===== config.mk =====
export PLATFORM = sky130hd
export DESIGN_NAME = sd_sector_reader
export DESIGN_NICKNAME = d
export VERILOG_FILES = /design/src/rtl/sd_sector_reader.sv
export SDC_FILE = /design/constraint.sdc
export NUM_CORES = 1
export LEC_CHECK = 0
export BUFFER_PORTS_ARGS = -buffer_cell sky130_fd_sc_hd__buf_2
export CORE_MARGIN = 3
export CORE_UTILIZATION = 52
export DETAILED_ROUTE_END_ITERATION = 16
export PLACE_DENSITY = 0.75
export SYNTH_ARGS = -nofsm -noshare
export SYNTH_HDL_FRONTEND = slang
export SYNTH_SLANG_ARGS = --single-unit

===== constraint.sdc =====
create_clock -name clk -period 2.67 [get_ports clk]
set_input_delay 0 -clock clk [delete_from_list [all_inputs] [get_ports clk]]
set_output_delay 0 -clock clk [all_outputs]
set_load 0.02 [all_outputs]

===== src/rtl/sd_sector_reader.sv =====
// SD card single-sector reader (CMD17) driving an external SPI byte engine.
// Streams the 512 data bytes into a sector buffer and reports one status code per read.
module sd_sector_reader #(
    parameter int unsigned TOKEN_TIMEOUT = 4095,
    parameter int unsigned R1_TRIES      = 8
) (
    input  logic        clk,
    input  logic        reset,
    input  logic        start,
    input  logic [31:0] lba,
    input  logic        sdhc,
    output logic        busy,
    output logic        done,
    output logic        err,
    output logic [2:0]  err_code,
    output logic        cs_n,
    output logic [7:0]  spi_tx,
    output logic        spi_start,
    input  logic        spi_ready,
    input  logic [7:0]  spi_rx,
    output logic        buf_we,
    output logic [8:0]  buf_addr,
    output logic [7:0]  buf_data
);

    localparam int unsigned CNT_W = 9;
    localparam int unsigned R1_W  = 4;
    localparam int unsigned TOK_W = 12;

    localparam logic [2:0] S_IDLE  = 3'd0;
    localparam logic [2:0] S_CMD   = 3'd1;
    localparam logic [2:0] S_R1    = 3'd2;
    localparam logic [2:0] S_TOKEN = 3'd3;
    localparam logic [2:0] S_DATA  = 3'd4;
    localparam logic [2:0] S_CRC   = 3'd5;
    localparam logic [2:0] S_TAIL  = 3'd6;
    localparam logic [2:0] S_FIN   = 3'd7;

    localparam logic [2:0] E_NO_R1     = 3'd1;
    localparam logic [2:0] E_R1        = 3'd2;
    localparam logic [2:0] E_TOKEN_TMO = 3'd3;
    localparam logic [2:0] E_BAD_TOKEN = 3'd4;

    localparam logic [R1_W-1:0]  R1_LAST  = R1_W'(R1_TRIES - 1);
    localparam logic [TOK_W-1:0] TOK_LAST = TOK_W'(TOKEN_TIMEOUT - 1);

    logic [2:0]       state_q, state_d;
    logic [31:0]      addr_q, addr_d;
    logic [CNT_W-1:0] cnt_q, cnt_d;
    logic [R1_W-1:0]  r1_cnt_q, r1_cnt_d;
    logic [TOK_W-1:0] tok_cnt_q, tok_cnt_d;
    logic             inflight_q, inflight_d;
    logic             ign_q, ign_d;
    logic             spi_start_q, spi_start_d;
    logic [7:0]       spi_tx_q, spi_tx_d;
    logic             busy_q, busy_d;
    logic             done_q, done_d;
    logic             err_q, err_d;
    logic [2:0]       err_code_q, err_code_d;
    logic             cs_n_q, cs_n_d;
    logic             buf_we_q, buf_we_d;
    logic [8:0]       buf_addr_q, buf_addr_d;
    logic [7:0]       buf_data_q, buf_data_d;

    logic             byte_done;
    logic             need_byte;
    logic             fail;
    logic [2:0]       fail_code;
    logic [7:0]       tx_byte;

    // Next-state, byte sequencing and output decode
    always_comb begin
        state_d     = state_q;
        addr_d      = addr_q;
        cnt_d       = cnt_q;
        r1_cnt_d    = r1_cnt_q;
        tok_cnt_d   = tok_cnt_q;
        inflight_d  = inflight_q;
        ign_d       = spi_start_q;
        spi_start_d = 1'b0;
        spi_tx_d    = spi_tx_q;
        err_d       = err_q;
        err_code_d  = err_code_q;
        buf_we_d    = 1'b0;
        buf_addr_d  = buf_addr_q;
        buf_data_d  = buf_data_q;
        fail        = 1'b0;
        fail_code   = 3'd0;
        need_byte   = 1'b0;
        tx_byte     = 8'hFF;

        // A byte finishes on the first ready after the ignore cycle that follows spi_start
        byte_done = inflight_q && !spi_start_q && !ign_q && spi_ready;

        case (state_q)
            S_IDLE: begin
                if (start) begin
                    state_d    = S_CMD;
                    addr_d     = sdhc ? lba : {lba[22:0], 9'b0};
                    err_d      = 1'b0;
                    err_code_d = 3'd0;
                    cnt_d      = '0;
                    r1_cnt_d   = '0;
                    tok_cnt_d  = '0;
                end
            end
            S_CMD: begin
                if (byte_done) begin
                    if (cnt_q == CNT_W'(5)) begin
                        state_d = S_R1;
                        cnt_d   = '0;
                    end else begin
                        cnt_d = CNT_W'(cnt_q + CNT_W'(1));
                    end
                end
            end
            S_R1: begin
                if (byte_done) begin
                    if (!spi_rx[7]) begin
                        if (spi_rx == 8'h00) begin
                            state_d = S_TOKEN;
                        end else begin
                            fail      = 1'b1;
                            fail_code = E_R1;
                        end
                    end else if (r1_cnt_q == R1_LAST) begin
                        fail      = 1'b1;
                        fail_code = E_NO_R1;
                    end else if (r1_cnt_q != '1) begin
                        r1_cnt_d = R1_W'(r1_cnt_q + R1_W'(1));
                    end
                end
            end
            S_TOKEN: begin
                if (byte_done) begin
                    if (spi_rx == 8'hFE) begin
                        state_d = S_DATA;
                        cnt_d   = '0;
                    end else if (spi_rx != 8'hFF) begin
                        fail      = 1'b1;
                        fail_code = E_BAD_TOKEN;
                    end else if (tok_cnt_q == TOK_LAST) begin
                        fail      = 1'b1;
                        fail_code = E_TOKEN_TMO;
                    end else if (tok_cnt_q != '1) begin
                        tok_cnt_d = TOK_W'(tok_cnt_q + TOK_W'(1));
                    end
                end
            end
            S_DATA: begin
                if (byte_done) begin
                    buf_we_d   = 1'b1;
                    buf_addr_d = cnt_q;
                    buf_data_d = spi_rx;
                    if (cnt_q == CNT_W'(511)) begin
                        state_d = S_CRC;
                        cnt_d   = '0;
                    end else begin
                        cnt_d = CNT_W'(cnt_q + CNT_W'(1));
                    end
                end
            end
            S_CRC: begin
                if (byte_done) begin
                    if (cnt_q == CNT_W'(1)) begin
                        state_d = S_TAIL;
                        cnt_d   = '0;
                    end else begin
                        cnt_d = CNT_W'(cnt_q + CNT_W'(1));
                    end
                end
            end
            S_TAIL: begin
                if (byte_done) begin
                    state_d = S_FIN;
                end
            end
            S_FIN: begin
                state_d = S_IDLE;
            end
            default: begin
                state_d = S_IDLE;
            end
        endcase

        if (fail) begin
            state_d    = S_TAIL;
            cnt_d      = '0;
            err_d      = 1'b1;
            err_code_d = fail_code;
        end

        // Command frame bytes; every other byte on the bus is a 0xFF poll/clock byte
        if (state_q == S_CMD) begin
            case (cnt_q[2:0])
                3'd0:    tx_byte = 8'h51;
                3'd1:    tx_byte = addr_q[31:24];
                3'd2:    tx_byte = addr_q[23:16];
                3'd3:    tx_byte = addr_q[15:8];
                3'd4:    tx_byte = addr_q[7:0];
                default: tx_byte = 8'hFF;
            endcase
        end

        // TAIL sends exactly one byte; cnt_q marks it as issued
        need_byte = (state_q inside {S_CMD, S_R1, S_TOKEN, S_DATA, S_CRC}) ||
                    (state_q == S_TAIL && cnt_q == '0);

        if (need_byte && !inflight_q && spi_ready) begin
            spi_start_d = 1'b1;
            spi_tx_d    = tx_byte;
            inflight_d  = 1'b1;
            if (state_q == S_TAIL) begin
                cnt_d = CNT_W'(1);
            end
        end else if (byte_done) begin
            inflight_d = 1'b0;
        end

        busy_d = state_d inside {S_CMD, S_R1, S_TOKEN, S_DATA, S_CRC, S_TAIL};
        done_d = (state_d == S_FIN);
        cs_n_d = !(state_d inside {S_CMD, S_R1, S_TOKEN, S_DATA, S_CRC});
    end

    always_ff @(posedge clk) begin
        if (reset) begin
            state_q     <= S_IDLE;
            addr_q      <= '0;
            cnt_q       <= '0;
            r1_cnt_q    <= '0;
            tok_cnt_q   <= '0;
            inflight_q  <= 1'b0;
            ign_q       <= 1'b0;
            spi_start_q <= 1'b0;
            spi_tx_q    <= 8'hFF;
            busy_q      <= 1'b0;
            done_q      <= 1'b0;
            err_q       <= 1'b0;
            err_code_q  <= 3'd0;
            cs_n_q      <= 1'b1;
            buf_we_q    <= 1'b0;
            buf_addr_q  <= '0;
            buf_data_q  <= '0;
        end else begin
            state_q     <= state_d;
            addr_q      <= addr_d;
            cnt_q       <= cnt_d;
            r1_cnt_q    <= r1_cnt_d;
            tok_cnt_q   <= tok_cnt_d;
            inflight_q  <= inflight_d;
            ign_q       <= ign_d;
            spi_start_q <= spi_start_d;
            spi_tx_q    <= spi_tx_d;
            busy_q      <= busy_d;
            done_q      <= done_d;
            err_q       <= err_d;
            err_code_q  <= err_code_d;
            cs_n_q      <= cs_n_d;
            buf_we_q    <= buf_we_d;
            buf_addr_q  <= buf_addr_d;
            buf_data_q  <= buf_data_d;
        end
    end

    assign busy      = busy_q;
    assign done      = done_q;
    assign err       = err_q;
    assign err_code  = err_code_q;
    assign cs_n      = cs_n_q;
    assign spi_tx    = spi_tx_q;
    assign spi_start = spi_start_q;
    assign buf_we    = buf_we_q;
    assign buf_addr  = buf_addr_q;
    assign buf_data  = buf_data_q;

endmodule


# --- Word level (Yosys, flattened, before mapping) ---
# Cells that the tools add are included.
totals:
  in_bits: 45
  output_inout_bits: 34
  word_cells: 159
  reg_bits: 96
classes:
  n_eq_ne: 37
  n_mux: 72
  bitwise: 1
  n_addsub: 3
  n_reduce_logical: 29
op_table:
  columns: ["op", "count"]
  rows:
  - ["$mux 9", 12]
  - ["$mux 12", 6]
  - ["$mux 3", 22]
  - ["$pmux 9 s5", 1]
  - ["$pmux 8 s5", 1]
  - ["$mux 32", 1]
  - ["$eq 3x3->1 const B", 9]
  - ["$pmux 12 s2", 1]
  - ["$pmux 3 s8", 1]
  - ["$mux 4", 5]
  - ["$ne 2x2->1 const B", 10]
  - ["$eq 3x2->1 const B", 6]
  - ["$mux 1", 16]
  - ["$add 12x1->12 const B", 1]
  - ["$eq 12x12->1 const B", 1]
  - ["$ne 12x12->1 const B", 1]
  - ["$reduce_bool 2->1", 5]
  - ["$reduce_bool 5->1", 2]
  - ["$add 9x1->9 const B", 1]
  - ["$eq 3x1->1 const B", 3]
  - ["$eq 9x1->1 const B", 1]
  - ["$eq 9x3->1 const B", 1]
  - ["$eq 9x9->1 const B", 1]
  - ["$logic_not 9->1", 1]
  - ["21 further kinds", 33]

# --- Depth between registers and ports, before layout ---
# Gate-level depths: netlist (run 1).
logic_depth:
  depth_word: 10
  mapped_depth: 10
  mapped_depth_nobuf: 10

# --- Worst setup path after synthesis (run 1) ---
# OpenSTA, ideal clock, no wires.
synth_timing:
  kind: "register -> register"
  startpoint: "reg cnt_q[2]"
  endpoint: "reg cs_n_q, in the netlist cs_n"
  arrival_ps: 2270
  path_slack_ps: 273
  path_stages_with_launch: 11
  required_time_ps: 2543
  setup_ps: 127
  cell_sequence: "dfxtp_1 -> clkbuf_1 -> and3_1 -> and3_1 -> and3_1 -> ha_1 -> a21oi_1 -> a221oi_1 -> a221oi_1 -> and3_1 -> or3_1"
synth_via:
  elab_chain_cells: 8
synth_rtl:
  columns: ["element", "line", "text"]
  rows:
  - ["from (decl)", "49", "logic [CNT_W-1:0] cnt_q, cnt_d;"]
  - ["from (signal assigned)", "247", "cnt_q <= cnt_d;"]
  - ["$eq 9x1->1 (tied with other cells)", "165", "if (cnt_q == CNT_W'(1)) begin"]
  - ["$mux 3 (on tied branches)", "165, 109, 155", null]
  - ["$mux 3 (on tied branches)", "164, 108, 151", null]
  - ["$pmux 3 s8 (*)", "95", "case (state_q)"]
  - ["$mux 3 (*)", "186", "if (fail) begin"]
  - ["$eq 3x1->1 (tied with other cells)", "222", "cs_n_d = !(state_d inside {S_CMD, S_R1, S_TOKEN, S_DATA, S_CRC});"]
  - ["$reduce_bool 5->1 (*)", "222", null]
  - ["$logic_not 1->1 (*)", "222", null]
  - ["to (signal assigned)", "258", "cs_n_q <= cs_n_d;"]
  - ["to (decl)", "60", "logic cs_n_q, cs_n_d;"]
# Every way passes the cells marked *; elsewhere a longest branch is shown, timed or not.
# A chain may end at the register's enable or synchronous reset.

# --- Final worst setup path (run 1) ---
layout_timing:
  startpoint: "reg cnt_q[1]"
  endpoint: "reg cs_n_q, in the netlist cs_n"
# Same word-level chain as after synthesis.

==> metrics.txt, run 1 <==
# TYPE chip_impl_metric gauge
chip_impl_metric{name="dieHeight",unit="µm"} 99.43
chip_impl_metric{name="p_int",unit="mW"} 1.998
chip_impl_metric{name="timing.final.setup_violations",unit=""} 0
chip_impl_metric{name="final_power",unit="mW"} 2.733
chip_impl_metric{name="number_of_antenna_violations_at_the_first_check_in_global_routing",unit=""} 0
chip_impl_metric{name="synthToLayoutAreaGrowth",unit="%"} 23.40
chip_impl_info{name="combinational_family_with_the_most_area_after_synthesis",value="simple AND/OR/NAND/NOR gates"} 1
chip_impl_metric{name="layout.nets",unit=""} 709
chip_impl_metric{name="all_layer_gr_usage",unit="%"} 24.98
chip_impl_metric{name="timing_max_transition_violations_final",unit=""} 0
chip_impl_metric{name="finalWeightedCongestion",unit=""} 0.9270
chip_impl_metric{name="initial_utilization",unit="%"} 54.43
chip_impl_metric{name="reg2reg_setup_slack",unit="ps"} 170
chip_impl_metric{name="multi_input_area",unit="mm²"} 0.002436
chip_impl_metric{name="layout.area.seq",unit="mm²"} 0.001923
chip_impl_metric{name="postLayoutCoreUtil",unit="%"} 67.16
chip_impl_metric{name="io-pin-count",unit=""} 79
chip_impl_info{name="tightest_hold_check_type",value="primary input to register"} 1
chip_impl_metric{name="synth-compound-area-share",unit="%"} 21.20
chip_impl_metric{name="via_count",unit=""} 4464
chip_impl_metric{name="synth_area",unit="mm²"} 0.004539
chip_impl_metric{name="portBuffers",unit=""} 78
chip_impl_metric{name="leakage",unit="nW"} 2.226
chip_impl_metric{name="async_flop_share",unit="%"} 0
chip_impl_metric{name="post_synth_inst_count",unit=""} 549
chip_impl_metric{name="grt_pass1_vias",unit=""} 4185
chip_impl_metric{name="crit_path_max_fanout",unit=""} 6
chip_impl_info{name="unrepaired_setup_endpoints_after_global_routing",value="false"} 1
chip_impl_metric{name="slew_headroom",unit="%"} 46.28
chip_impl_metric{name="post_synth.cell_area_avg",unit="µm²"} 8.268
chip_impl_info{name="most_used_dff_post_synth",value="sky130_fd_sc_hd__dfxtp_1"} 1
chip_impl_info{name="critPathKind",value="register to register"} 1
chip_impl_metric{name="detail_route.vias_per_cell",unit=""} 5.835
chip_impl_info{name="clock_tree_from_tritoncts",value="built"} 1
chip_impl_metric{name="max_freq",unit="MHz"} 400.3
chip_impl_metric{name="fill_count",unit=""} 693
chip_impl_metric{name="pin_count_of_the_biggest_net_entering_global_routing",unit=""} 49
chip_impl_metric{name="synth.yosys.warnings",unit=""} 0
chip_impl_info{name="cts.root.buffer_cell",value="sky130_fd_sc_hd__clkbuf_8"} 1
chip_impl_metric{name="cts.htree.levels",unit=""} 3
chip_impl_metric{name="fin_worst_hold_slack",unit="ps"} 6.059
chip_impl_metric{name="max_cap_violations",unit=""} 0
chip_impl_metric{name="required",unit="ps"} 2930
chip_impl_metric{name="worst-slew-pin-transition",unit="ps"} 798.9
chip_impl_metric{name="max-clock-path-buffers",unit=""} 2
chip_impl_metric{name="design.die.area",unit="mm²"} 0.009886
chip_impl_metric{name="critical_path_arrival",unit="ps"} 2760
chip_impl_metric{name="synthMuxAreaShare",unit="%"} 5.292
chip_impl_metric{name="finalHoldViolCount",unit=""} 0
chip_impl_metric{name="dp.final_hpwl",unit="µm"} 7962
chip_impl_metric{name="drt_iter0_drc",unit=""} 307
chip_impl_metric{name="yosys.area_share.simple",unit="%"} 23.46
chip_impl_metric{name="synth_seq_cells",unit=""} 96
chip_impl_metric{name="grt_overflow",unit=""} 0
chip_impl_metric{name="vdd_drop_max",unit="µV"} 255.9
chip_impl_info{name="outcome",value="finished clean"} 1
chip_impl_info{name="setup.worst_path.start_class",value="register"} 1
chip_impl_metric{name="worst_skew_pair.late_latency",unit="ps"} 370
chip_impl_metric{name="drc",unit=""} 0
chip_impl_info{name="largest_area_contributor_in_the_netlist",value="sky130_fd_sc_hd__dfxtp_1"} 1
chip_impl_metric{name="synth_sequential_area_ratio",unit="%"} 42.34
chip_impl_metric{name="synth-xor-area-share",unit="%"} 1.158
chip_impl_metric{name="number_of_synthesized_flops_with_an_enable_pin",unit=""} 0
chip_impl_metric{name="fin_worst_skew",unit="ps"} 12.78
chip_impl_metric{name="fin_setup_tns",unit="ps"} 0
chip_impl_info{name="post_synth_main_area_contributors",value="sky130_fd_sc_hd__dfxtp_1 42%, sky130_fd_sc_hd__a21oi_1 6.1%, sky130_fd_sc_hd__nor2_1 5.7%, sky130_fd_sc_hd__mux2i_1 5.3%, sky130_fd_sc_hd__nand2_1 5.2%"} 1
chip_impl_metric{name="sw_frac_of_total",unit="%"} 26.90
chip_impl_metric{name="core",unit="mm²"} 0.008341
chip_impl_metric{name="final_layout_size_suffix_gt1_share",unit="%"} 17.58
chip_impl_metric{name="pwr-share-seq",unit="%"} 55.4
chip_impl_metric{name="final_cycle_utilization_of_the_critical_path",unit="%"} 93.57
chip_impl_metric{name="finalWirelength",unit="µm"} 12060
chip_impl_metric{name="die_x",unit="µm"} 99.43
chip_impl_metric{name="pwr-share-comb",unit="%"} 13.0
chip_impl_metric{name="clock_power_share",unit="%"} 31.6
chip_impl_metric{name="yosys.area.top_type_share",unit="%"} 42.34
chip_impl_metric{name="cts-buffers-inserted",unit=""} 9
chip_impl_metric{name="fp-row-count",unit=""} 33
chip_impl_metric{name="synth-adder-area-share",unit="%"} 2.481
chip_impl_metric{name="first_pass_iters",unit=""} 4
chip_impl_info{name="cp-end-kind",value="register"} 1
chip_impl_metric{name="synth_cell_type_count",unit=""} 52
chip_impl_metric{name="routed_wl_per_cell",unit="µm"} 15.76
chip_impl_metric{name="final_period_minus_worst_setup_slack",unit="ps"} 2498
chip_impl_metric{name="mappedNetlistNets",unit=""} 603
chip_impl_metric{name="num_antenna_cells",unit=""} 0
chip_impl_metric{name="netSwitchingPower",unit="mW"} 0.7352
chip_impl_metric{name="first_pass_grt_wire_length",unit="µm"} 20150
chip_impl_metric{name="detail-route-antenna-nets",unit=""} 0
chip_impl_metric{name="worst_setup_hold_path_clk_slew",unit="ps"} 90
chip_impl_metric{name="clkSinkCount",unit=""} 96
chip_impl_metric{name="cellPowerDensity",unit="mW/mm²"} 487.9
==> critical path, cell delays in order, from the launching register on <==
cell and delay, ps:
sky130_fd_sc_hd__dfxtp_2 380, sky130_fd_sc_hd__ha_1 180, sky130_fd_sc_hd__and3_1 190, sky130_fd_sc_hd__and3_1 210
sky130_fd_sc_hd__and3_1 170, sky130_fd_sc_hd__ha_1 180, sky130_fd_sc_hd__a21oi_1 90, sky130_fd_sc_hd__a221oi_1 310
sky130_fd_sc_hd__a221oi_1 140, sky130_fd_sc_hd__and3_1 200, sky130_fd_sc_hd__or3_1 330
==> power by group through the flow <==
stage | Combinational [mW] | Sequential (mW) | Clock (mW)
after detailed placement | 0.297 | 1.55 | 0
final | 0.355 | 1.51 | 0.863
after global routing | 0.393 | 1.52 | 0.941
after global placement | 0.290 | 1.55 | 0
after floorplan | 0.202 | 1.54 | 0
after CTS | 0.348 | 1.51 | 0.880
==> routing by layer <==
| metal | vias to the layer above | share of wire [%] | GRT usage [%] |
|---|---|---|---|
| met5 | - | 0 | 0 |
| met4 | 0 | 2.2 | 10.19 |
| met3 | 31 | 5.5 | 3.576 |
| met2 | 149 | 49 | 40.39 |
| met1 | 2081 | 44 | 33.61 |
| li1 | 2203 | - | - |
==> through the flow <==
| step | cells | worst slack [ps] | instance area [µm²] |
|---|---|---|---|
| floorplan | 549 | 273.5 | 4539 |
| global placement | 707 | 270.8 | 5005 |
| detailed placement | 707 | 160.5 | 5005 |
| CTS | 765 | 113.4 | 5598 |
| global route | 765 | 32.49 | 5602 |
| finish | 765 | 171.6 | 5602 |
==> flip-flops by register name, summed over array words and instances (netlist names), 3 cells and up <==
name and cells:
addr_q 32, tok_cnt_q 12, buf_addr 9, cnt_q 9, buf_data 8, spi_tx 8, r1_cnt_q 4, err_code 3
state_q 3
==> cell usage in the layout (no fill, tap or decap), types with 8 or more instances in the layout <==
master / count
sky130_fd_sc_hd__dfxtp_1: 95
sky130_fd_sc_hd__buf_2: 78
sky130_fd_sc_hd__nor2_1: 68
sky130_fd_sc_hd__nand2_1: 63
sky130_fd_sc_hd__a21oi_1: 55
sky130_fd_sc_hd__dlygate4sd3_1: 42
sky130_fd_sc_hd__a211oi_1: 24
sky130_fd_sc_hd__mux2i_1: 24
sky130_fd_sc_hd__nand3_1: 22
sky130_fd_sc_hd__o21ai_0: 14
sky130_fd_sc_hd__nor3_1: 13
sky130_fd_sc_hd__buf_4: 13
sky130_fd_sc_hd__clkbuf_8: 10
sky130_fd_sc_hd__nand4_1: 9
sky130_fd_sc_hd__and3_1: 9
sky130_fd_sc_hd__o21bai_1: 9
sky130_fd_sc_hd__ha_1: 9
sky130_fd_sc_hd__a22oi_1: 8
sky130_fd_sc_hd__inv_1: 8
sky130_fd_sc_hd__or3_1: 8
==> worst paths after layout <==
kind	startpoint	end	cells past startpoint
setup reg to reg	cnt_q[1]$_SDFF_PP0_	cs_n$_SDFF_PP1_	10
hold reg to reg	addr_q[5]$_SDFFE_PP0P_	addr_q[5]$_SDFFE_PP0P_	2
hold / removal	lba[17]	addr_q[17]$_SDFFE_PP0P_	3
setup / recovery	cnt_q[1]$_SDFF_PP0_	cs_n$_SDFF_PP1_	10
==> cells by family (layout without fill, tap and decap cells) <==
group	count (synthesis)	after routing
AO/OA/AOI/OAI	146	146
XOR/XNOR	6	6
adder cells (fa/ha/maj)	9	9
buffers and inverters	46	157
flip-flops	96	96
multiplexers	24	24
AND/OR/NAND/NOR	222	222
==> cell usage after synthesis (6+ instances only) <==
master and instances:
sky130_fd_sc_hd__nand2_1 63, sky130_fd_sc_hd__buf_1 6, sky130_fd_sc_hd__clkbuf_1 27, sky130_fd_sc_hd__and3_1 9, sky130_fd_sc_hd__nand2b_1 7, sky130_fd_sc_hd__nand4_1 9, sky130_fd_sc_hd__o21ai_0 14, sky130_fd_sc_hd__a21oi_1 55
sky130_fd_sc_hd__nor2_1 69, sky130_fd_sc_hd__dfxtp_1 96, sky130_fd_sc_hd__o21bai_1 9, sky130_fd_sc_hd__or3_1 8, sky130_fd_sc_hd__ha_1 9, sky130_fd_sc_hd__nor3_1 13, sky130_fd_sc_hd__inv_1 8, sky130_fd_sc_hd__mux2i_1 24
sky130_fd_sc_hd__a22oi_1 8, sky130_fd_sc_hd__nand3_1 22, sky130_fd_sc_hd__a211oi_1 24
==> area by class of cell <==
type	instances	share of cell area (%)
multi-input cells	407	43.49
flip-flops and latches	96	34.33
repair buffers	133	16.22
clock buffers	10	2.457
well taps	105	2.345
clock inverters	6	0.6254
inverters	8	0.5361
==> repair_timing <==
item | 4_1_cts | 5_1_grt
setup endpoints to repair | 0 | 2
endpoints found under the hold margin | 37 | 0
gates resized for setup | 0 | 2
setup buffers | 0 | 0
hold buffers | 42 | 0
(Power assumes the default switching activity.)
==> run 2, diff against run 1 <==
CORE_ASPECT_RATIO = 0.7   (was unset)
clock period = 2.9 ns   (was 2.67 ns; I/O delays follow)
==> run 2 against run 1 <==
  * Clock skew shrank 6.9 ps
  * Combinational power fell by 14%
  * Setup slack better by 120 ps
  * Sequential share of layout area up 0.58 points
  * First-iteration DRC count is 54% higher
  * Highest routed layer unchanged
==> metrics.txt, run 2 (synthesized netlist as in run 1, its figures left out) <==
# TYPE chip_impl_metric gauge
chip_impl_metric{name="max_freq",unit="MHz"} 383.9
chip_impl_info{name="top_register",value="addr_q"} 1
chip_impl_info{name="clock_tree_from_tritoncts",value="built"} 1
chip_impl_metric{name="portBuffers",unit=""} 78
chip_impl_info{name="critPathKind",value="register to register"} 1
chip_impl_metric{name="finalWirelength",unit="µm"} 11790
chip_impl_info{name="critical_path.cell_chain",value="ha_1 -> and3_1 -> and3_1 -> and3_1 -> ha_1 -> a2bb2oi_1 -> nor2_1 -> o21ai_0 -> a311oi_1"} 1
chip_impl_metric{name="all_layer_gr_usage",unit="%"} 23.91
chip_impl_metric{name="p_int",unit="mW"} 2.194
chip_impl_metric{name="crit_path_max_fanout",unit=""} 7
chip_impl_metric{name="pin_count_of_the_biggest_net_entering_global_routing",unit=""} 46
chip_impl_metric{name="max-clock-path-buffers",unit=""} 2
chip_impl_metric{name="final_area",unit="mm²"} 0.005505
chip_impl_metric{name="cellPowerDensity",unit="mW/mm²"} 534.2
chip_impl_metric{name="final_period_minus_worst_setup_slack",unit="ps"} 2605
chip_impl_metric{name="finalWeightedCongestion",unit=""} 0.8514
chip_impl_metric{name="slew_headroom",unit="%"} 37.44
chip_impl_metric{name="routed_wl_per_cell",unit="µm"} 15.70
chip_impl_metric{name="first_pass_iters",unit=""} 5
chip_impl_metric{name="core",unit="mm²"} 0.008175
chip_impl_metric{name="io-pin-count",unit=""} 79
chip_impl_metric{name="num_antenna_cells",unit=""} 0
chip_impl_metric{name="cp.buffers_inverters",unit=""} 0
chip_impl_metric{name="fin_worst_hold_slack",unit="ps"} 5.794
chip_impl_metric{name="sw_frac_of_total",unit="%"} 25.40
chip_impl_metric{name="met3_wirelength",unit="µm"} 848
chip_impl_metric{name="placed_area",unit="mm²"} 0.005004
chip_impl_info{name="layout_commonest_cell",value="sky130_fd_sc_hd__dfxtp_1"} 1
chip_impl_metric{name="worst_skew_pair.late_latency",unit="ps"} 350
chip_impl_metric{name="final_cycle_utilization_of_the_critical_path",unit="%"} 89.82
chip_impl_metric{name="detail-route-antenna-nets",unit=""} 0
chip_impl_metric{name="worst_setup_hold_path_clk_slew",unit="ps"} 70
chip_impl_metric{name="postLayoutCoreUtil",unit="%"} 67.34
chip_impl_metric{name="flip_flop_count_of_the_largest_register_after_layout",unit=""} 32
chip_impl_metric{name="timing_max_transition_violations_final",unit=""} 0
chip_impl_metric{name="die_x",unit="µm"} 117.7
chip_impl_metric{name="drt_iter0_drc",unit=""} 474
chip_impl_metric{name="worst-slew-pin-transition",unit="ps"} 930.4
chip_impl_info{name="cp_top_family",value="simple AND/OR/NAND/NOR gates"} 1
chip_impl_metric{name="worst_path_largest_cell_delay",unit="ps"} 400
chip_impl_metric{name="first_pass_grt_wire_length",unit="µm"} 19720
chip_impl_info{name="setup.worst_path.start_class",value="register"} 1
chip_impl_info{name="cp-end-kind",value="register"} 1
chip_impl_metric{name="required",unit="ps"} 3150
chip_impl_metric{name="initial_utilization",unit="%"} 55.52
chip_impl_metric{name="final_power",unit="mW"} 2.941
chip_impl_metric{name="fin_worst_skew",unit="ps"} 5.909
chip_impl_metric{name="placement.setup.worst_slack",unit="ps"} 361.4
chip_impl_metric{name="detail_route.vias_per_cell",unit=""} 5.870
chip_impl_info{name="largestRegisters",value="addr_q (32), tok_cnt_q (12)"} 1
chip_impl_info{name="most-common-layout-cells",value="96 x sky130_fd_sc_hd__dfxtp_1, 78 x sky130_fd_sc_hd__buf_2, 69 x sky130_fd_sc_hd__nor2_1"} 1
chip_impl_metric{name="via_count",unit=""} 4408
chip_impl_metric{name="dp.final_hpwl",unit="µm"} 8169
chip_impl_info{name="top_layer",value="met4"} 1
chip_impl_metric{name="cts-buffers-inserted",unit=""} 9
chip_impl_metric{name="cts.htree.levels",unit=""} 3
chip_impl_metric{name="instances_no_fill",unit=""} 751
chip_impl_metric{name="finalHoldViolCount",unit=""} 0
chip_impl_metric{name="met2WireLength",unit="µm"} 5253
chip_impl_metric{name="clock_power_share",unit="%"} 42.2
chip_impl_metric{name="fp-row-count",unit=""} 27
chip_impl_info{name="tightest_hold_check_type",value="primary input to register"} 1
chip_impl_metric{name="timing.final.ws_setup",unit="ps"} 295.3
chip_impl_metric{name="placedCellCount",unit=""} 716
chip_impl_info{name="timing.critical_path.slowest_stage_cell",value="sky130_fd_sc_hd__nor2_1"} 1
chip_impl_metric{name="timing.final.setup_violations",unit=""} 0
chip_impl_metric{name="netSwitchingPower",unit="mW"} 0.7468
chip_impl_metric{name="grt_pass1_vias",unit=""} 4001
chip_impl_metric{name="dieHeight",unit="µm"} 84.17
chip_impl_info{name="outcome",value="finished clean"} 1
chip_impl_metric{name="layout.nets",unit=""} 684
chip_impl_metric{name="pwr-share-seq",unit="%"} 47.4
chip_impl_metric{name="fin_setup_tns",unit="ps"} 0
chip_impl_metric{name="synthToLayoutAreaGrowth",unit="%"} 21.28
chip_impl_metric{name="number_of_antenna_violations_at_the_first_check_in_global_routing",unit=""} 0
chip_impl_info{name="cts.root.buffer_cell",value="sky130_fd_sc_hd__clkbuf_16"} 1
chip_impl_info{name="unrepaired_setup_endpoints_after_global_routing",value="false"} 1
chip_impl_metric{name="critical_path_arrival",unit="ps"} 2860
chip_impl_metric{name="m1WireLength",unit="µm"} 5577
chip_impl_metric{name="max_cap_violations",unit=""} 0
chip_impl_metric{name="grt_overflow",unit=""} 0
chip_impl_metric{name="pwr-share-comb",unit="%"} 10.4
chip_impl_metric{name="clkSinkCount",unit=""} 96
chip_impl_metric{name="drc",unit=""} 0
chip_impl_metric{name="vdd_drop_max",unit="µV"} 406.4
chip_impl_metric{name="final_layout_size_suffix_gt1_share",unit="%"} 17.64
chip_impl_metric{name="leakage",unit="nW"} 2.182
chip_impl_metric{name="design.die.area",unit="mm²"} 0.009904
chip_impl_info{name="path_common_cell",value="sky130_fd_sc_hd__and3_1"} 1
run 2: cell count changes in the layout (fill, tap and decap cells not counted), moves of 2 or more:
| cell | change |
|---|---|
| sky130_fd_sc_hd__buf_4 | -2 |
| sky130_fd_sc_hd__clkbuf_16 | +9 |
| sky130_fd_sc_hd__clkbuf_8 | -9 |
| sky130_fd_sc_hd__clkinv_2 | -4 |
| sky130_fd_sc_hd__dlygate4sd3_1 | -23 |
| sky130_fd_sc_hd__inv_6 | +4 |
run 2: power groups by stage:
| stage | registers (mW) | logic, mW | clock network (mW) |
|---|---|---|---|
| after floorplan | 1.42 | 0.186 | 0 |
| after global placement | 1.42 | 0.275 | 0 |
| after detailed placement | 1.42 | 0.282 | 0 |
| after CTS | 1.39 | 0.303 | 1.26 |
| after global routing | 1.40 | 0.337 | 1.32 |
| final | 1.39 | 0.307 | 1.24 |
run 2: final cells by class:
cell class,count,area [µm²]
timing repair buffer,108,663.1
tap,116,145.1
sequential,96,1922
clock buffer,10,239.0
inverter,8,30.03
multi-input combinational,407,2434
clock inverter,6,72.57
fill,686,2670
run 2: timing repair:
| action | in CTS | in global routing |
|---|---|---|
| endpoints found under the hold margin | 20 | 0 |
| buffers inserted | 0 | 0 |
| hold buffers | 19 | 0 |
| gates resized for setup | 0 | 0 |
run 2: metal layers:
| metal | up-vias | track usage [%] |
|---|---|---|
| met5 | - | 0 |
| met4 | 0 | 5.426 |
| met3 | 10 | 7.071 |
| met2 | 156 | 36.65 |
| met1 | 2087 | 33.49 |
| li1 | 2155 | - |
run 2: final timing paths:
| check | start | endpoint | slack, ps | cells past startpoint |
|---|---|---|---|---|
| max | cnt_q[0]$_SDFF_PP0_ | cnt_q[0]$_SDFF_PP0_ | 300 | 9 |
| min | lba[14] | addr_q[23]$_SDFFE_PP0P_ | 6 | 3 |
| max reg2reg | cnt_q[0]$_SDFF_PP0_ | cnt_q[0]$_SDFF_PP0_ | 300 | 9 |
| min reg2reg | buf_data[7]$_SDFFE_PP0P_ | buf_data[7]$_SDFFE_PP0P_ | 450 | 2 |
run 2: worst register-to-register path: cells and delay by family (launching register included):
kind	cells	cell delay [ps]
AOI/OAI and AO/OA	3	670
adders and majority gates	2	460
DFF	1	380
and+or+nand+nor	4	1000
==> run 3, diff against run 2 <==
BUFFER_PORTS_ARGS = unset   (was -buffer_cell sky130_fd_sc_hd__buf_2)
DONT_BUFFER_PORTS = 1   (was unset)
PLACE_DENSITY = 0.67   (was 0.75)
REMOVE_ABC_BUFFERS = 1   (was unset)
SKIP_LAST_GASP = 1   (was unset)
==> run 3 against run 2 <==
  * Setup slack worse by 1.1 ps
  * Combinational power is 3% lower
  * Register-to-register slack hardly changed
  * Total power hardly changed
  * Sequential share of layout area is 0.60 points higher
  * Count of clock-buffer cells in the layout is 4 higher
  * Wire length is 1.9% higher
  * Critical path depth is 1 higher
  * Clock power hardly changed
  * Sequential cell count stayed put
  * Critical endpoint is now cs_n$_SDFF_PP1_
==> metrics.txt, run 3 (synthesized netlist as in run 1, its figures left out) <==
# TYPE chip_impl_metric gauge
chip_impl_info{name="outcome",value="finished clean"} 1
chip_impl_metric{name="io-pin-count",unit=""} 79
chip_impl_metric{name="grt_overflow",unit=""} 0
chip_impl_info{name="setup.worst_path.start_class",value="register"} 1
chip_impl_metric{name="max_cap_violations",unit=""} 0
chip_impl_metric{name="required",unit="ps"} 3120
chip_impl_metric{name="max-clock-path-buffers",unit=""} 2
chip_impl_metric{name="cts.htree.levels",unit=""} 3
chip_impl_metric{name="worst_setup_hold_path_clk_slew",unit="ps"} 60
chip_impl_metric{name="portBuffers",unit=""} 0
chip_impl_metric{name="min_path_cells",unit=""} 2
chip_impl_metric{name="reg2reg_setup_slack",unit="ps"} 290
chip_impl_metric{name="detail_route.vias_per_cell",unit=""} 5.969
chip_impl_metric{name="first_pass_grt_wire_length",unit="µm"} 20040
chip_impl_metric{name="design.die.area",unit="mm²"} 0.009904
chip_impl_metric{name="final_period_minus_worst_setup_slack",unit="ps"} 2606
chip_impl_metric{name="die_x",unit="µm"} 117.7
chip_impl_metric{name="final_area",unit="mm²"} 0.005413
chip_impl_metric{name="first_pass_iters",unit=""} 6
chip_impl_metric{name="slew_headroom",unit="%"} 54.90
chip_impl_metric{name="number_of_antenna_violations_at_the_first_check_in_global_routing",unit=""} 0
chip_impl_info{name="r2r_start",value="cnt_q[0]$_SDFF_PP0_"} 1
chip_impl_metric{name="drc",unit=""} 0
chip_impl_metric{name="clkSinkCount",unit=""} 96
chip_impl_info{name="cts.root.buffer_cell",value="sky130_fd_sc_hd__clkbuf_16"} 1
chip_impl_info{name="unrepaired_setup_endpoints_after_global_routing",value="false"} 1
chip_impl_metric{name="grt_pass1_vias",unit=""} 4018
chip_impl_info{name="worstHoldStart",value="reset"} 1
chip_impl_metric{name="num_antenna_cells",unit=""} 0
chip_impl_metric{name="fp-row-count",unit=""} 27
chip_impl_metric{name="routed_wl_per_cell",unit="µm"} 17.18
chip_impl_metric{name="drt_iter0_drc",unit=""} 471
chip_impl_metric{name="timing.final.setup_violations",unit=""} 0
chip_impl_metric{name="worst_reg2reg_path_length_in_cells",unit=""} 10
chip_impl_info{name="layout_commonest_cell",value="sky130_fd_sc_hd__dfxtp_1"} 1
chip_impl_metric{name="core",unit="mm²"} 0.008175
chip_impl_metric{name="dieHeight",unit="µm"} 84.17
chip_impl_metric{name="worst-slew-pin-transition",unit="ps"} 674.6
chip_impl_metric{name="flip_flop_count_of_the_largest_register_after_layout",unit=""} 32
chip_impl_metric{name="placed_area",unit="mm²"} 0.004606
chip_impl_metric{name="worst_skew_pair.late_latency",unit="ps"} 340
chip_impl_info{name="r2r_end",value="cs_n$_SDFF_PP1_"} 1
chip_impl_metric{name="finalHoldViolCount",unit=""} 0
chip_impl_metric{name="cellPowerDensity",unit="mW/mm²"} 543.7
chip_impl_metric{name="critical_path_arrival",unit="ps"} 2830
chip_impl_metric{name="finalWirelength",unit="µm"} 12010
chip_impl_metric{name="fin_setup_tns",unit="ps"} 0
chip_impl_metric{name="vdd_drop_max",unit="µV"} 375.0
chip_impl_info{name="largestRegisters",value="addr_q (32), tok_cnt_q (12)"} 1
chip_impl_metric{name="all_layer_gr_usage",unit="%"} 24.50
chip_impl_info{name="clock_tree_from_tritoncts",value="built"} 1
chip_impl_metric{name="max_freq",unit="MHz"} 383.8
chip_impl_metric{name="fin_worst_skew",unit="ps"} 7.911
chip_impl_info{name="top_register",value="addr_q"} 1
chip_impl_metric{name="synthToLayoutAreaGrowth",unit="%"} 19.24
chip_impl_metric{name="cts-buffers-inserted",unit=""} 9
chip_impl_info{name="hold_end",value="buf_we$_SDFF_PP0_"} 1
chip_impl_metric{name="via_count",unit=""} 4172
chip_impl_metric{name="fin_worst_hold_slack",unit="ps"} 6.222
chip_impl_info{name="cp-end-kind",value="register"} 1
chip_impl_metric{name="timing_max_transition_violations_final",unit=""} 0
chip_impl_metric{name="post_cts_resized",unit=""} 0
chip_impl_metric{name="final_cycle_utilization_of_the_critical_path",unit="%"} 89.85
chip_impl_metric{name="crit_path_max_fanout",unit=""} 7
chip_impl_metric{name="detail-route-antenna-nets",unit=""} 0
chip_impl_metric{name="layout.nets",unit=""} 632
chip_impl_info{name="most-common-layout-cells",value="96 x sky130_fd_sc_hd__dfxtp_1, 69 x sky130_fd_sc_hd__nor2_1, 63 x sky130_fd_sc_hd__nand2_1"} 1
chip_impl_metric{name="dp.final_hpwl",unit="µm"} 7965
chip_impl_info{name="critPathKind",value="register to register"} 1
chip_impl_metric{name="leakage",unit="nW"} 1.975
chip_impl_metric{name="initial_utilization",unit="%"} 55.52
chip_impl_metric{name="finalWeightedCongestion",unit=""} 0.8779
chip_impl_info{name="tightest_hold_check_type",value="primary input to register"} 1
chip_impl_metric{name="pin_count_of_the_biggest_net_entering_global_routing",unit=""} 76
chip_impl_metric{name="final_layout_size_suffix_gt1_share",unit="%"} 5.832
run 3: layout make-up:
type,count,area [µm²]
Clock buffer,14,284.0
Clock inverter,2,35.03
Fill cell,709,2763
Inverter,8,30.03
Multi-Input combinational cell,407,2434
Sequential cell,96,1922
Tap cell,116,145.1
Timing Repair Buffer,56,563.0
run 3: timing repair:
action | in CTS | in global routing
hold buffers | 46 | 0
endpoints found under the hold margin | 76 | 0
buffers inserted | 0 | 0
run 3: metal layers:
| layer | global-route usage (%) | routed length (µm) | up-vias |
|---|---|---|---|
| met2 | 36.24 | 5159 | 138 |
| met1 | 35.02 | 5841 | 1974 |
| li1 | - | - | 2048 |
| met3 | 7.946 | 906 | 12 |
| met5 | 0 | 0 | - |
| met4 | 5.426 | 99 | 0 |
run 3: worst max-delay path by stage:
stage                               start                         to  slack (ps)  cells after the start
global route          cnt_q[0]$_SDFF_PP0_            cs_n$_SDFF_PP1_          70                     10
CTS                   cnt_q[0]$_SDFF_PP0_            cs_n$_SDFF_PP1_         330                     10
finish                cnt_q[0]$_SDFF_PP0_            cs_n$_SDFF_PP1_         290                     10
detailed placement    cnt_q[0]$_SDFF_PP0_            cs_n$_SDFF_PP1_         340                     10
global placement      cnt_q[0]$_SDFF_PP0_            cs_n$_SDFF_PP1_         410                     10
floorplan           state_q[2]$_SDFF_PP0_  tok_cnt_q[5]$_SDFFE_PP0P_          50                      5
run 3: critical path, stage by stage (launching register included):
cell and delay, ps:
sky130_fd_sc_hd__dfxtp_1 450, sky130_fd_sc_hd__ha_1 210, sky130_fd_sc_hd__and3_1 200, sky130_fd_sc_hd__and3_1 210
sky130_fd_sc_hd__and3_1 170, sky130_fd_sc_hd__ha_1 190, sky130_fd_sc_hd__a21oi_1 80, sky130_fd_sc_hd__a221oi_1 290
sky130_fd_sc_hd__a221oi_1 140, sky130_fd_sc_hd__and3_1 210, sky130_fd_sc_hd__or3_1 350
run 3: where the power goes:
part	switching (mW)	internal [mW]	total, mW
sequential	0.0403	1.37	1.41
clock	0.479	0.761	1.24
combinational	0.163	0.134	0.297
run 3: per-stage QoR:
stage | instances | utilization [%] | setup slack (ps) | power [mW]
final | 699 | 66.21 | 294.2 | 2.943
after global routing | 699 | 66.21 | 74.71 | 3.065
after CTS | 699 | 66.21 | 333.7 | 2.954
after detailed placement | 637 | 56.34 | 335.1 | 1.636
after global placement | 637 | 56.34 | 414.5 | 1.631
after floorplan | 511 | - | 47.40 | 1.578
